### src/rtl/hazard_ctrl_if.sv
// Pipeline-to-hazard-controller signal bundle: decode/execute/write_back status in,
// stall/bubble/flush control and controller status out.
interface hazard_ctrl_if;
    logic       dec_valid_i;
    logic [3:0] dec_rn_addr_i;
    logic       dec_rn_used_i;
    logic [3:0] dec_rm_addr_i;
    logic       dec_rm_used_i;
    logic       ex_valid_i;
    logic       ex_load_i;
    logic [3:0] ex_rd_addr_i;
    logic       branch_i;
    logic       pc_wb_i;
    logic       stall_fetch_o;
    logic       stall_decode_o;
    logic       bubble_exec_o;
    logic       flush_fetch_o;
    logic       flush_decode_o;
    logic [1:0] state_o;
    logic       stall_timeout_o;

    modport master (
        output dec_valid_i, dec_rn_addr_i, dec_rn_used_i, dec_rm_addr_i, dec_rm_used_i,
        output ex_valid_i, ex_load_i, ex_rd_addr_i, branch_i, pc_wb_i,
        input  stall_fetch_o, stall_decode_o, bubble_exec_o, flush_fetch_o, flush_decode_o,
        input  state_o, stall_timeout_o
    );

    modport slave (
        input  dec_valid_i, dec_rn_addr_i, dec_rn_used_i, dec_rm_addr_i, dec_rm_used_i,
        input  ex_valid_i, ex_load_i, ex_rd_addr_i, branch_i, pc_wb_i,
        output stall_fetch_o, stall_decode_o, bubble_exec_o, flush_fetch_o, flush_decode_o,
        output state_o, stall_timeout_o
    );
endinterface

### src/rtl/hazard_ctrl.sv
// Pipeline sequencing controller: load-use stalls, branch/r15 flush windows and a
// stall watchdog that forces a one-slot release when a stall runs too long.
module hazard_ctrl #(
    parameter int LOAD_LAT     = 2,
    parameter int FLUSH_CYCLES = 2,
    parameter int MAX_STALL    = 15,
    parameter int CNT_W        = 4
) (
    input  logic         clk_i,
    input  logic         nreset_i,
    hazard_ctrl_if.slave hz
);
    typedef enum logic [1:0] {
        IDLE       = 2'd0,
        LOAD_STALL = 2'd1,
        FLUSH      = 2'd2
    } state_t;

    localparam logic [CNT_W-1:0] LOAD_INIT  = CNT_W'(LOAD_LAT - 1);
    localparam logic [CNT_W-1:0] FLUSH_INIT = CNT_W'(FLUSH_CYCLES - 1);
    localparam logic [CNT_W-1:0] RUN_LIMIT  = CNT_W'(MAX_STALL);
    localparam logic [CNT_W-1:0] CNT_ONE    = CNT_W'(1);

    state_t           state_reg, state_next;
    logic [CNT_W-1:0] cnt_reg, cnt_next;
    logic [CNT_W-1:0] stall_run_reg, stall_run_next;
    logic             rel_reg, rel_next;
    logic             timeout_reg, timeout_next;

    logic hit;
    logic ev;
    logic stall;
    logic flush;

    assign hit = hz.dec_valid_i & hz.ex_valid_i & hz.ex_load_i
               & ((hz.dec_rn_used_i & (hz.dec_rn_addr_i == hz.ex_rd_addr_i))
                | (hz.dec_rm_used_i & (hz.dec_rm_addr_i == hz.ex_rd_addr_i)));
    assign ev  = hz.pc_wb_i | hz.branch_i;

    always_ff @(posedge clk_i or negedge nreset_i) begin
        if (!nreset_i) begin
            state_reg     <= IDLE;
            cnt_reg       <= '0;
            stall_run_reg <= '0;
            rel_reg       <= 1'b0;
            timeout_reg   <= 1'b0;
        end else begin
            state_reg     <= state_next;
            cnt_reg       <= cnt_next;
            stall_run_reg <= stall_run_next;
            rel_reg       <= rel_next;
            timeout_reg   <= timeout_next;
        end
    end

    always_comb begin
        state_next     = state_reg;
        cnt_next       = cnt_reg;
        rel_next       = 1'b0;
        timeout_next   = timeout_reg;
        stall          = 1'b0;
        flush          = 1'b0;
        stall_run_next = '0;

        // An event (re)starts the flush window from any state; it never accumulates.
        if (ev) begin
            flush = 1'b1;
            if (FLUSH_CYCLES > 1) begin
                state_next = FLUSH;
                cnt_next   = FLUSH_INIT;
            end else begin
                state_next = IDLE;
                cnt_next   = '0;
            end
        end else begin
            case (state_reg)
                IDLE: begin
                    if (hit && !rel_reg) begin
                        stall = 1'b1;
                        if (LOAD_LAT > 1) begin
                            state_next = LOAD_STALL;
                            cnt_next   = LOAD_INIT;
                        end
                    end
                end
                LOAD_STALL: begin
                    stall = 1'b1;
                    if (cnt_reg == CNT_ONE) begin
                        state_next = IDLE;
                        cnt_next   = '0;
                    end else begin
                        cnt_next = cnt_reg - CNT_ONE;
                    end
                end
                FLUSH: begin
                    flush = 1'b1;
                    if (cnt_reg == CNT_ONE) begin
                        state_next = IDLE;
                        cnt_next   = '0;
                    end else begin
                        cnt_next = cnt_reg - CNT_ONE;
                    end
                end
                default: begin
                    state_next = IDLE;
                    cnt_next   = '0;
                end
            endcase
        end

        // Watchdog: the cycle that completes MAX_STALL stalled cycles forces a release slot.
        if (stall) begin
            stall_run_next = stall_run_reg + CNT_ONE;
            if (stall_run_next == RUN_LIMIT) begin
                state_next   = IDLE;
                cnt_next     = '0;
                rel_next     = 1'b1;
                timeout_next = 1'b1;
            end
        end

        if (!nreset_i) begin
            stall = 1'b0;
            flush = 1'b0;
        end
    end

    assign hz.stall_fetch_o   = stall;
    assign hz.stall_decode_o  = stall;
    assign hz.bubble_exec_o   = stall;
    assign hz.flush_fetch_o   = flush;
    assign hz.flush_decode_o  = flush;
    assign hz.state_o         = state_reg;
    assign hz.stall_timeout_o = timeout_reg;
endmodule

### src/flat_wrapper.sv
// flat-port wrapper written by rule: the top's interface ports become plain ports
module hazard_ctrl_flat 
#(
    parameter int LOAD_LAT     = 2,
    parameter int FLUSH_CYCLES = 2,
    parameter int MAX_STALL    = 15,
    parameter int CNT_W        = 4
)
  (clk_i, nreset_i, hz_dec_valid_i, hz_dec_rn_addr_i, hz_dec_rn_used_i, hz_dec_rm_addr_i, hz_dec_rm_used_i, hz_ex_valid_i, hz_ex_load_i, hz_ex_rd_addr_i, hz_branch_i, hz_pc_wb_i, hz_stall_fetch_o, hz_stall_decode_o, hz_bubble_exec_o, hz_flush_fetch_o, hz_flush_decode_o, hz_state_o, hz_stall_timeout_o);
  hazard_ctrl_if hz_i ();
  input  logic clk_i;
  input  logic nreset_i;
  input wire logic [$bits(hz_i.dec_valid_i)-1:0] hz_dec_valid_i;
  input wire logic [$bits(hz_i.dec_rn_addr_i)-1:0] hz_dec_rn_addr_i;
  input wire logic [$bits(hz_i.dec_rn_used_i)-1:0] hz_dec_rn_used_i;
  input wire logic [$bits(hz_i.dec_rm_addr_i)-1:0] hz_dec_rm_addr_i;
  input wire logic [$bits(hz_i.dec_rm_used_i)-1:0] hz_dec_rm_used_i;
  input wire logic [$bits(hz_i.ex_valid_i)-1:0] hz_ex_valid_i;
  input wire logic [$bits(hz_i.ex_load_i)-1:0] hz_ex_load_i;
  input wire logic [$bits(hz_i.ex_rd_addr_i)-1:0] hz_ex_rd_addr_i;
  input wire logic [$bits(hz_i.branch_i)-1:0] hz_branch_i;
  input wire logic [$bits(hz_i.pc_wb_i)-1:0] hz_pc_wb_i;
  output wire logic [$bits(hz_i.stall_fetch_o)-1:0] hz_stall_fetch_o;
  output wire logic [$bits(hz_i.stall_decode_o)-1:0] hz_stall_decode_o;
  output wire logic [$bits(hz_i.bubble_exec_o)-1:0] hz_bubble_exec_o;
  output wire logic [$bits(hz_i.flush_fetch_o)-1:0] hz_flush_fetch_o;
  output wire logic [$bits(hz_i.flush_decode_o)-1:0] hz_flush_decode_o;
  output wire logic [$bits(hz_i.state_o)-1:0] hz_state_o;
  output wire logic [$bits(hz_i.stall_timeout_o)-1:0] hz_stall_timeout_o;
  assign hz_i.dec_valid_i = hz_dec_valid_i;
  assign hz_i.dec_rn_addr_i = hz_dec_rn_addr_i;
  assign hz_i.dec_rn_used_i = hz_dec_rn_used_i;
  assign hz_i.dec_rm_addr_i = hz_dec_rm_addr_i;
  assign hz_i.dec_rm_used_i = hz_dec_rm_used_i;
  assign hz_i.ex_valid_i = hz_ex_valid_i;
  assign hz_i.ex_load_i = hz_ex_load_i;
  assign hz_i.ex_rd_addr_i = hz_ex_rd_addr_i;
  assign hz_i.branch_i = hz_branch_i;
  assign hz_i.pc_wb_i = hz_pc_wb_i;
  assign hz_stall_fetch_o = hz_i.stall_fetch_o;
  assign hz_stall_decode_o = hz_i.stall_decode_o;
  assign hz_bubble_exec_o = hz_i.bubble_exec_o;
  assign hz_flush_fetch_o = hz_i.flush_fetch_o;
  assign hz_flush_decode_o = hz_i.flush_decode_o;
  assign hz_state_o = hz_i.state_o;
  assign hz_stall_timeout_o = hz_i.stall_timeout_o;
  hazard_ctrl #(.LOAD_LAT(LOAD_LAT), .FLUSH_CYCLES(FLUSH_CYCLES), .MAX_STALL(MAX_STALL), .CNT_W(CNT_W)) u_core (.clk_i(clk_i), .nreset_i(nreset_i), .hz(hz_i));
endmodule
### config.mk
export PLATFORM = sky130hd
export DESIGN_NAME = hazard_ctrl_flat
export DESIGN_NICKNAME = d
export VERILOG_FILES = /design/src/rtl/hazard_ctrl_if.sv /design/src/rtl/hazard_ctrl.sv /design/src/flat_wrapper.sv
export SDC_FILE = /design/constraint.sdc
export NUM_CORES = 1
export LEC_CHECK = 0
export CORE_MARGIN = 4
export CORE_UTILIZATION = 48
export CTS_BUF_LIST = sky130_fd_sc_hd__clkbuf_16
export DETAILED_ROUTE_END_ITERATION = 8
export PLACE_DENSITY = 0.84
export SYNTH_ARGS = -nofsm -noshare
export SYNTH_HDL_FRONTEND = slang
export SYNTH_SLANG_ARGS = --single-unit
### constraint.sdc
create_clock -name clk_i -period 5.5 [get_ports clk_i]
set_clock_uncertainty 0.05 [all_clocks]
set_input_delay 1.1 -clock clk_i [delete_from_list [all_inputs] [get_ports clk_i]]
set_output_delay 1.1 -clock clk_i [all_outputs]
set_load 0.05 [all_outputs]
==> run summary <==
Most used DFF post-synth: dfrtp_1
Clock Tree Root: clkbuf_16
Logic pwr share: 17.8%
status: complete, no violations
Seq pwr share: 33.7%
cell accounting for the most synthesized area: dfrtp_1
sw frac: 22.4%
vias per inst: 5.39
overall die height: 50.4 um
Seq cells post-synth: 12
RSZ-0062 raised after global routing: no
Mapped Avg Cell Area: 9.46 um2
WHS: 0.431 ns
Via Count: 782
WL/cell: 14.6 um
maximum root-to-sink buffer count: 2
GPL Wtd Cong: 0.935
Yosys Warn Count: 0
Clock Latency Late Sink: 0.24 ns
row count: 15
Crit path max-delay family: buffers and inverters
nets: 150
asr flop ratio synth: 100%
most used cell, CP: clkdlybuf4s50_1
Post-Place Cell Area: 1150 um2
H-tree Lvls: 1
worst min path class: reg -> reg
Max stage delay on crit path: 0.88 ns
Max Transition Viols Final: 0
Buf+Inv Stages, Crit Path: 2
Synth top area share: 34.9%
first-pass GRT wire length: 3620 um
WS Path Type: in -> out
endpoints failing setup: 0
share of cells above drive strength 1: 7.50%
ant diodes: 0
worst vdd ir: 0.188 mV
io pins: 29
Mapped Area: 861 um2
clock sinks: 12
Critical Path AT: 3.70 ns
vias in the first global route: 839
Netlist cell types: 34
Required @ worst endpoint: 4.35 ns
DRT Pass-1 Iters: 4
top cells by area, synth: dfrtp_1 35%, ha_1 12%, xnor2_1 9.2%
worst-path cell chain: clkdlybuf4s50_1 > and4b_1 > nand4_1 > o22ai_1 > a21oi_1 > nor3b_1 > clkdlybuf4s50_1
CTS tree: yes
Max-Slew Margin vs Limit: 65.6%
Crit Path Max Fanout: 7
Startpoint Class: input pin
Synth Net Count: 120
Crit. End Element: output port
total wire length: 2110 um
# hold bufs at CTS: 0
P_int: 0.000211 W
Die ar.: 2540 um2
CTS clk-pin slew, worst paths: 0.04 ns
Num CTS Buffers: 3
Post-CTS Setup Inserts: 0
Port-buffer cells: 28
sw power: 0.0000609 W
post_cts resized: 0
total power divided by cell area: 220 nW/um2
Slowest cell on crit path: clkdlybuf4s50_1
Die Width: 50.4 um
Tot Pwr: 0.000272 W
remaining antenna violation count: 0
Post-synth EDFFs: 0
period utilization: 88.3%
sequential area share after synthesis: 34.9%
Std-Cell Core Area: 1710 um2
Slew @ Worst Pin: 0.514 ns
GRT Util Overall: 19.2%
residual DRC count: 0
final worst path period need: 4.85 ns
post-route cell area: 1230 um2
HPWL after detailed placement: 1640 um
Mapped Cells: 91
Clk pwr share: 48.5%
Fmax achieved: 206 MHz
initial DRC count: 9
largest net degree at the start of global routing: 12
global route total overflow: 0
max_cap viols: 0
initial antenna violation count: 0
leakage power: 0.519 nW
setup TNS: 0 ns
area delta synth->final: 43.2%
final hold violation count: 0
final core occ: 72.2%
Initial Utilization: 50.4%
==> cell type report <==
cell class / count / area [um2]
well taps: 25 / 31.3
repair buffers: 29 / 288
multi-input cells: 67 / 504
flip-flops and latches: 12 / 300
inverters: 8 / 30.0
clock buffers: 3 / 75.1
clock inverters: 1 / 3.75
fillers: 128 / 475
==> cells by family after synthesis <==
group / Yosys count / share of synthesized area, %
DFF: 12 / 34.9
adders and majority gates: 8 / 11.6
xor gates and xnor gates: 10 / 10.2
buffers and inverters: 12 / 6.54
AOI/OAI and AO/OA: 25 / 21.1
and+or+nand+nor: 24 / 15.7
==> Yosys cell counts (all sizes together) (2+ instances only) <==
master	instances
nor4	2
ha	8
inv	8
or2	2
nor2	3
o21ai	5
dfrtp	12
nor3	6
buf	3
nand2	3
nand4	2
xnor2	9
a21oi	8
==> worst register-to-register path: stages, from the launching register on <==
cell and delay (ns):
dfrtp_1 0.43, ha_1 0.26, nand2b_1 0.14, a21oi_1 0.19, o21ai_1 0.15, o311ai_4 0.35, o21ai_1 0.13
==> final timing paths <==
| check | start | end | slack (ns) | depth (start not counted) |
|---|---|---|---|---|
| worst max-delay path | hz_ex_valid_i | hz_bubble_exec_o | 0.65 | 7 |
| worst min-delay path | u_core.hz.stall_timeout_o | u_core.hz.stall_timeout_o | 0.43 | 1 |
| worst max register to register | u_core.stall_run_reg[0] | u_core.cnt_reg[0] | 3.65 | 6 |
| max in group asynchronous | nreset_i | u_core.stall_run_reg[1] | 3.93 | 2 |
| min in group asynchronous | nreset_i | u_core.hz.state_o[1] | 1.05 | 1 |
| worst min register to register | u_core.hz.stall_timeout_o | u_core.hz.stall_timeout_o | 0.43 | 1 |
==> power by group through the flow <==
stage                     registers (W)   logic, W  clock network, W
after floorplan               0.0000945  0.0000223                 0
final                         0.0000916  0.0000483          0.000132
after global routing          0.0000918  0.0000526          0.000139
after global placement        0.0000927  0.0000470                 0
after CTS                     0.0000916  0.0000484          0.000135
after detailed placement      0.0000928  0.0000480                 0
==> metal layers <==
metal  GRT usage (%)  vias up  routed length (um)
met4            12.6        0                  56
met2            30.9       38                 973
met5               0        -                   0
met3            5.34        5                 180
li1                -      383                   -
met1            22.1      356                 899
==> through the flow <==
step	setup slack (ns)	std cells
6_report	0.645	145
2_1_floorplan	0.833	91
5_1_grt	0.508	145
4_1_cts	0.660	145
3_5_place_dp	0.686	141
3_3_place_gp	0.744	141
==> cells in the final DEF (no fill, tap or decap), types with 2 or more instances in the layout <==
master / instances
clkdlybuf4s50_1: 28
dfrtp_1: 12
xnor2_1: 9
inv_1: 8
a21oi_1: 8
ha_1: 8
nor3_1: 6
nand2_1: 3
nor2_1: 3
o21ai_0: 3
clkbuf_16: 3
or2_2: 2
nand4_1: 2
o21ai_1: 2
nor4_1: 2
Note: power is estimated with default switching activity, not from simulation.
